--- src/rtl/trap_controller.sv ---
// Trap sequencer for the single-cycle RV32I core: takes exceptions, interrupts and MRET,
// owns mstatus.MIE/MPIE, mepc and mcause, and redirects fetch to mtvec or mepc.
module trap_controller #(
    parameter int unsigned XLEN      = 32,
    parameter bit          RESET_MIE = 1'b0
) (
    input  logic            I_clk,
    input  logic            I_rst,
    input  logic            I_valid,
    input  logic [XLEN-1:0] I_pc,
    input  logic            I_ecall,
    input  logic            I_ebreak,
    input  logic            I_illegal,
    input  logic            I_mret,
    input  logic            I_irq_ext,
    input  logic            I_irq_timer,
    input  logic [XLEN-1:0] I_mtvec,
    input  logic            I_csr_wen,
    input  logic [11:0]     I_csr_addr,
    input  logic [XLEN-1:0] I_csr_wdata,
    output logic            O_stall,
    output logic            O_kill,
    output logic            O_pc_override,
    output logic [XLEN-1:0] O_pc_target,
    output logic            O_busy,
    output logic [XLEN-1:0] O_mstatus,
    output logic [XLEN-1:0] O_mepc,
    output logic [XLEN-1:0] O_mcause
);

    localparam logic [11:0] CSR_MSTATUS = 12'h300;
    localparam logic [11:0] CSR_MEPC    = 12'h341;
    localparam logic [11:0] CSR_MCAUSE  = 12'h342;

    localparam logic [XLEN-1:0] CAUSE_ILLEGAL   = XLEN'(2);
    localparam logic [XLEN-1:0] CAUSE_EBREAK    = XLEN'(3);
    localparam logic [XLEN-1:0] CAUSE_ECALL     = XLEN'(11);
    localparam logic [XLEN-1:0] CAUSE_IRQ_EXT   = {1'b1, (XLEN-1)'(11)};
    localparam logic [XLEN-1:0] CAUSE_IRQ_TIMER = {1'b1, (XLEN-1)'(7)};

    typedef enum logic [1:0] {
        ST_IDLE,
        ST_SAVE,
        ST_JUMP,
        ST_RET
    } state_e;

    state_e          state_q;
    logic            stall_q;
    logic            override_q;
    logic            busy_q;
    logic            mie_q;
    logic            mpie_q;
    logic [XLEN-1:0] mepc_q;
    logic [XLEN-1:0] mcause_q;
    logic [XLEN-1:0] cause_q;
    logic [XLEN-1:0] pc_q;

    logic            is_idle;
    logic            trap_req;
    logic            mret_req;
    logic            kill_c;
    logic [XLEN-1:0] cause_d;
    logic            unused_bits;

    assign is_idle = (state_q == ST_IDLE);

    always_comb begin
        trap_req = 1'b0;
        cause_d  = '0;
        if (I_illegal) begin
            trap_req = 1'b1;
            cause_d  = CAUSE_ILLEGAL;
        end else if (I_ebreak) begin
            trap_req = 1'b1;
            cause_d  = CAUSE_EBREAK;
        end else if (I_ecall) begin
            trap_req = 1'b1;
            cause_d  = CAUSE_ECALL;
        end else if (I_irq_ext && mie_q) begin
            trap_req = 1'b1;
            cause_d  = CAUSE_IRQ_EXT;
        end else if (I_irq_timer && mie_q) begin
            trap_req = 1'b1;
            cause_d  = CAUSE_IRQ_TIMER;
        end
        trap_req = trap_req & I_valid & is_idle;
    end

    assign mret_req = I_valid & I_mret & is_idle & ~trap_req;

    // Kill is the only path from the event to the outputs; gate it so reset forces it low.
    assign kill_c        = (trap_req | mret_req) & ~I_rst;
    assign O_kill        = kill_c;
    assign O_stall       = kill_c | stall_q;
    assign O_pc_override = override_q;
    assign O_busy        = busy_q;
    assign O_mstatus     = {{(XLEN-8){1'b0}}, mpie_q, 3'b000, mie_q, 3'b000};
    assign O_mepc        = mepc_q;
    assign O_mcause      = mcause_q;

    always_comb begin
        O_pc_target = '0;
        case (state_q)
            ST_JUMP: O_pc_target = {I_mtvec[XLEN-1:2], 2'b00};
            ST_RET:  O_pc_target = mepc_q;
            default: O_pc_target = '0;
        endcase
    end

    assign unused_bits = ^{I_mtvec[1:0], pc_q[1:0]};

    always_ff @(posedge I_clk or posedge I_rst) begin
        if (I_rst) begin
            state_q    <= ST_IDLE;
            stall_q    <= 1'b0;
            override_q <= 1'b0;
            busy_q     <= 1'b0;
            mie_q      <= RESET_MIE;
            mpie_q     <= 1'b0;
            mepc_q     <= '0;
            mcause_q   <= '0;
            cause_q    <= '0;
            pc_q       <= '0;
        end else begin
            case (state_q)
                ST_IDLE: begin
                    if (trap_req) begin
                        cause_q <= cause_d;
                        pc_q    <= I_pc;
                        state_q <= ST_SAVE;
                        stall_q <= 1'b1;
                        busy_q  <= 1'b1;
                    end else if (mret_req) begin
                        state_q    <= ST_RET;
                        override_q <= 1'b1;
                        busy_q     <= 1'b1;
                    end else if (I_csr_wen) begin
                        case (I_csr_addr)
                            CSR_MSTATUS: begin
                                mie_q  <= I_csr_wdata[3];
                                mpie_q <= I_csr_wdata[7];
                            end
                            CSR_MEPC:   mepc_q   <= {I_csr_wdata[XLEN-1:2], 2'b00};
                            CSR_MCAUSE: mcause_q <= I_csr_wdata;
                            default: ;
                        endcase
                    end
                end
                ST_SAVE: begin
                    mepc_q     <= {pc_q[XLEN-1:2], 2'b00};
                    mcause_q   <= cause_q;
                    mpie_q     <= mie_q;
                    mie_q      <= 1'b0;
                    state_q    <= ST_JUMP;
                    stall_q    <= 1'b0;
                    override_q <= 1'b1;
                end
                ST_JUMP: begin
                    state_q    <= ST_IDLE;
                    override_q <= 1'b0;
                    busy_q     <= 1'b0;
                end
                ST_RET: begin
                    mie_q      <= mpie_q;
                    mpie_q     <= 1'b1;
                    state_q    <= ST_IDLE;
                    override_q <= 1'b0;
                    busy_q     <= 1'b0;
                end
                default: begin
                    state_q    <= ST_IDLE;
                    stall_q    <= 1'b0;
                    override_q <= 1'b0;
                    busy_q     <= 1'b0;
                end
            endcase
        end
    end

endmodule

--- config.mk ---
export PLATFORM = sky130hd
export DESIGN_NAME = trap_controller
export DESIGN_NICKNAME = d
export VERILOG_FILES = /design/src/rtl/trap_controller.sv
export SDC_FILE = /design/constraint.sdc
export NUM_CORES = 1
export LEC_CHECK = 0
export CORE_MARGIN = 1
export CORE_UTILIZATION = 40
export DETAILED_ROUTE_END_ITERATION = 12
export DONT_BUFFER_PORTS = 1
export GPL_TIMING_DRIVEN = 0
export MAX_ROUTING_LAYER = met4
export REMOVE_ABC_BUFFERS = 1
export SLEW_MARGIN = 25
export SYNTH_ARGS = -nofsm -noshare
export SYNTH_HDL_FRONTEND = slang
export SYNTH_SLANG_ARGS = --single-unit
--- constraint.sdc ---
create_clock -name I_clk -period 4.25 [get_ports I_clk]
set_input_delay 1.0625 -clock I_clk [delete_from_list [all_inputs] [get_ports I_clk]]
set_output_delay 1.0625 -clock I_clk [all_outputs]
set_load 0.01 [all_outputs]
## Word-level counts from Yosys, hierarchy flattened

Index checks and enable logic that the tools add are counted.
Widths: inputs -> output; s select.

- Bits in registers: 135
- Input bits: 118
- Output and inout port bits: 132

- Equal/unequal tests: 15
- Mux-type cells: 41
- Bitwise logic cells: 10
- Reduce and logical (&&, ||, !) cells: 14

Operators by type and width:

| cell | number |
|---|---|
| $mux 32 | 13 |
| $pmux 32 s2 | 3 |
| $eq 12x10->1 const B | 3 |
| $mux 1 | 17 |
| $reduce_and 5->1 | 3 |
| $ne 2x1->1 const B | 5 |
| $pmux 1 s3 | 3 |
| $reduce_and 2->1 | 4 |
| $and 1x1->1 | 6 |
| $ne 2x2->1 const B | 3 |
| $pmux 2 s3 | 1 |
| $eq 2x2->1 const B | 2 |
| $mux 2 | 2 |
| $pmux 1 s2 | 2 |
| $reduce_bool 2->1 | 2 |
| $ne 3x1->1 const B | 1 |
| $reduce_bool 3->1 | 1 |
| $eq 2x1->1 const B | 1 |
| $logic_and 1x1->1 | 2 |
| $logic_not 2->1 | 1 |
| $not 1->1 | 2 |
| $or 1x1->1 | 2 |
| $reduce_or 2->1 | 1 |

## Longest topological paths before layout

- Depth in word-level cells: 13
- Depth in mapped cells: 7
- Depth with buffers taken out: 4

## Worst setup path before layout

Ideal clock, no wire load.

- Path kind: input to output
- From: input port I_illegal
- To: output port O_stall
- Arrival time: 2210 ps
- Required time: 3188 ps
- Slack: 977 ps
- Stages on the path: 4
- Cell sequence: or3_4 > o31ai_4 > nor2_1 > or2_2

- Cells in the longest elaborated chain, start to end: 8

Ends and longest elaborated chain:

| item | RTL line | text |
|---|---|---|
| from (decl) | 13 | `input logic I_illegal,` |
| $mux 1 (*) | 71 | `if (I_illegal) begin` |
| $and 1x1->1 (*) (2 in series) | 87 | `trap_req = trap_req & I_valid & is_idle;` |
| $not 1->1 | 90 | `assign mret_req = I_valid & I_mret & is_idle & ~trap_req;` |
| $and 1x1->1 | 90 |  |
| $or 1x1->1 (*) | 93 | `assign kill_c = (trap_req \| mret_req) & ~I_rst;` |
| $and 1x1->1 (*) | 93 |  |
| net O_kill | 22 | `output logic O_kill,` |
| $or 1x1->1 (*) | 95 | `assign O_stall = kill_c \| stall_q;` |
| to (decl) | 21 | `output logic O_stall,` |

Mark *: on every way through the listed nets, which the timed path passes. The rest lies on a longest branch.

## Final worst setup path

- From: register state_q[0]
- To: output port O_stall

- Cells in the longest elaborated chain, start to end: 7
- Elaborated cells between the ends (all ways): 8
- Those cells by class: 7 x bitwise; 1 x reduce/logical

Ends and longest elaborated chain:

| item | RTL line | text |
|---|---|---|
| from (decl) | 48 | `state_e state_q;` |
| from (signal assigned) | 115 | `state_q <= ST_IDLE;` |
| from (signal assigned) | 131 | `state_q <= ST_SAVE;` |
| from (signal assigned) | 135 | `state_q <= ST_RET;` |
| $logic_not 2->1 (*) | 66 | `assign is_idle = (state_q == ST_IDLE);` |
| $and 1x1->1 | 87 |  |
| $not 1->1 | 90 |  |
| $and 1x1->1 | 90 |  |
| $or 1x1->1 (*) | 93 |  |
| $and 1x1->1 (*) | 93 |  |
| net O_kill | 22 |  |
| $or 1x1->1 (*) | 95 |  |

Marked as above.

==> summary.md <==
| Metric | Value |
|---|---|
| Reg2reg end | pc_q[19] |
| GP Congestion | 0.7115 |
| Reg area | 0.002608 mm2 |
| RSZ-0062 raised after global routing | false |
| Pwr/cell area | 663.8 mW/mm2 |
| Fin crit period | 3.367 ns |
| Critical path class | reg -> out |
| Max-cap violations | 0 |
| Die W | 120.2 um |
| M2 GR Usage | between 20 and 30% |
| Setup Viol. Count Final | 0 |
| Final period utilization | 79.21% |
| Element type at the critical path end | output pin |
| Initial DRC Count | 112 |
| WP data arrival | 2.30 ns |
| EDFF count, synth | 0 |
| Worst-case clock skew | ~0.011 ns |
| Routed Antenna Nets | 0 |
| Yosys Warn Count | 0 |
| Worst-Skew Late Latency | 0.35 ns |
| Hold bufs inserted after CTS | 0 |
| Critical Path Start Type | flip-flop |
| Hold path startpoint | cause_q[1] |
| Register area share after synthesis | 46.61% |
| Clk pwr share | between 20% and 30% |
| R2R cell count | 4 |
| Setup TNS | 0 ns |
| Clock sinks | 104 |
| Status | completed |
| Max rail drop VDD | 0.0002545 V |
| Worst-Margin Slew | 0.7476 ns |
| Total power | ~0.0040 W |
| Crit Path Max Fanout | 43 |
| Sequential power share | around half |
| GRT overflow | 0 |
| Ratio of cells with drive above 1 in the final layout | 24.52% |
| Gr usage total | around 18% |
| Yosys top cell area share | 46.61% |
| First-pass GRT wire length | ~19 mm |
| Setup bufs post-CTS | 0 |
| Multi-input combinational cell area | 0.002613 mm2 |
| Via density | 5.098 |
| Row count | 42 |
| H-tree depth | 3 |
| First-pass iteration count of the detailed router | 4 |
| Ys flop type | dfrtp_1 |
| Pre-CTS WS | 0.8959 ns |
| CTS Root Cell | clkbuf_16 |
| Switching share of power | 33.52% |
| Wire length per cell | 18.88 um |
| Netlist cell types | 39 |
| Ys async rst share | 100.0% |
| Core Area | 0.01345 mm2 |
| Layout area overhead | 7.909% |
| Worst setup margin | 0.8835 ns |
| R2r setup slk | 1.65 ns |
| TritonCTS clock tree | built |
| Slowest CP cell | dfrtp_4 |
| Final net count | 587 |
| Clock slew at reported path FFs | 0.07 ns |
| Hold Path Class | reg -> reg |
| Largest net degree at the start of global routing | 56 |
| Die area | about 0.014 mm2 |
| P_int | 0.002659 W |
| # DRC | 0 |
| Max clock buf depth | 2 |
| PostCTS Resize Cnt | 0 |
| Leak | approximately 2.9 nW |
| Vias in the first global route | roughly 3500 |
| Slew Limit Fails | 0 |
| Hold path depth | 1 |
| Slew headroom | approximately half |
| Comb power frac | between 20% and 30% |
| Synth area leaders | dfrtp_1, mux2_4, mux2i_1 |
| GRT Max-Usage Layer | met2 |
| Height of the die | 120.2 um |
| CP required | 3.19 ns |
| Crit-path cells | nor3b_1, o31ai_4, nor2_1, or2_2 |
| Top Ports | 250 |
| Cell area after synthesis | between 0.005 and 0.006 mm2 |
| Worst r2r src | state_q[0] |
| Core Util, Final | 44.79% |
| Starting Density | 41.51% |
| DP Wirelength | ~8.5 mm |
| GRT met1 Usage | about 22% |
| Vias | 3314 |
| Routing usage on met3 | 5.941% |
| CTS Buf Count | 9 |
| CP peak stage delay | 0.74 ns |
| Filler cell count | around 1300 |
| Synth Area per Inst | 11.63 um2 |
| Peak Freq | just under 0.3 GHz |
| Synthesis-stage register bit count | 104 |
| Hold Path Sink | cause_q[1] |
| I/O Buffers | 0 |
| Mapped Cells | between 400 and 500 |
| Total wire length | approximately 12 mm |
| Sw Pwr | 0.001341 W |
| Yosys top cell by area | dfrtp_1 |
| Fin. Hold Viols | 0 |
| Initial antenna violation count | 0 |
==> per-layer routing <==
metal	vias to the layer above	routed length, um
li1	1505	-
met1	1646	5281
met2	152	5904
met3	11	941
met4	0	147
met5	-	0
==> worst max path at each step <==
stage               start        to  slack [ns]
2_1_floorplan       I_rst    O_busy        0.46
3_3_place_gp        I_rst  pc_q[13]       -0.80
3_5_place_dp    I_illegal   O_stall        0.90
4_1_cts        state_q[0]   O_stall        0.85
5_1_grt        state_q[0]   O_stall        0.71
6_report       state_q[0]   O_stall        0.88
==> cell families after synthesis <==
logic type / synth area share [%]
compound gates: 4.571
buf+inv: 9.097
flops: 46.61
mux: 27.29
other cells: 0.06715
simple gates: 12.37
==> cell type report <==
cell class              instances  area share [%]
diodes                          1         0.04153
clock buffers                  10           3.966
clock inverters                 5           1.723
inverters                      22           1.453
multi-input cells             326           43.36
flip-flops and latches        104           43.27
well taps                     176           3.654
repair buffers                  6           2.533
==> sequential cells by signal, summed over array words and instances, names as in the netlist <==
register and flops:
O_busy 1, O_mcause 32, O_mepc 30, O_pc_override 1
cause_q 5, mie_q 1, mpie_q 1, pc_q 30
stall_q 1, state_q 2
==> power groups by stage <==
stage          logic [W]  clock network, W  registers, W
6_report         0.00106          0.000962       0.00198
5_1_grt          0.00116           0.00103       0.00204
4_1_cts          0.00107          0.000988       0.00199
3_5_place_dp     0.00107                 0       0.00200
3_3_place_gp     0.00100                 0       0.00199
2_1_floorplan   0.000894                 0       0.00185
==> through the flow <==
step           hold slack (ns)  instances  cell area, um2
6_report                0.4807        650            6026
5_1_grt                 0.5044        649            6023
4_1_cts                 0.4875        649            6023
3_5_place_dp            0.4709        634            5680
3_3_place_gp            0.4535        628            5503
2_1_floorplan           0.4394        452            5283
==> synth_stat cells (2+ instances only) <==
| library cell | count |
|---|---|
| nor4_1 | 2 |
| o21ai_0 | 5 |
| nand2_1 | 64 |
| dfrtp_1 | 104 |
| clkbuf_1 | 8 |
| inv_1 | 22 |
| buf_6 | 5 |
| mux2i_1 | 45 |
| nor2b_1 | 31 |
| or3_1 | 3 |
| mux2_4 | 46 |
| and2_1 | 13 |
| buf_4 | 40 |
| nor2_1 | 6 |
| a31oi_1 | 2 |
| mux2_2 | 34 |
| a21o_1 | 14 |
| nor3_1 | 2 |
| buf_2 | 7 |
| or2_2 | 2 |
| a21oi_1 | 6 |
| or4b_1 | 2 |
==> worst max-delay path: cells and delay by family (launching register included) <==
family             cells  cell delay, ns
AOI/OAI and AO/OA      1            0.21
DFF                    1            0.74
and+or+nand+nor        3            1.00
==> cell usage in the layout, fill, tap and decap left out, drive strengths merged, types with 2 or more instances in the layout <==
| master | n |
|---|---|
| a21o | 14 |
| dfrtp | 104 |
| conb | 34 |
| nor4 | 3 |
| mux2i | 45 |
| nor2b | 31 |
| mux2 | 80 |
| bufinv | 3 |
| inv | 23 |
| nor2 | 7 |
| a21oi | 6 |
| buf | 6 |
| nor3 | 2 |
| or2 | 2 |
| and2 | 13 |
| clkbuf | 10 |
| nand2 | 64 |
| a31oi | 2 |
| or4b | 3 |
| or3 | 4 |
| o21ai | 5 |
Power figures use the tool's default switching activity.
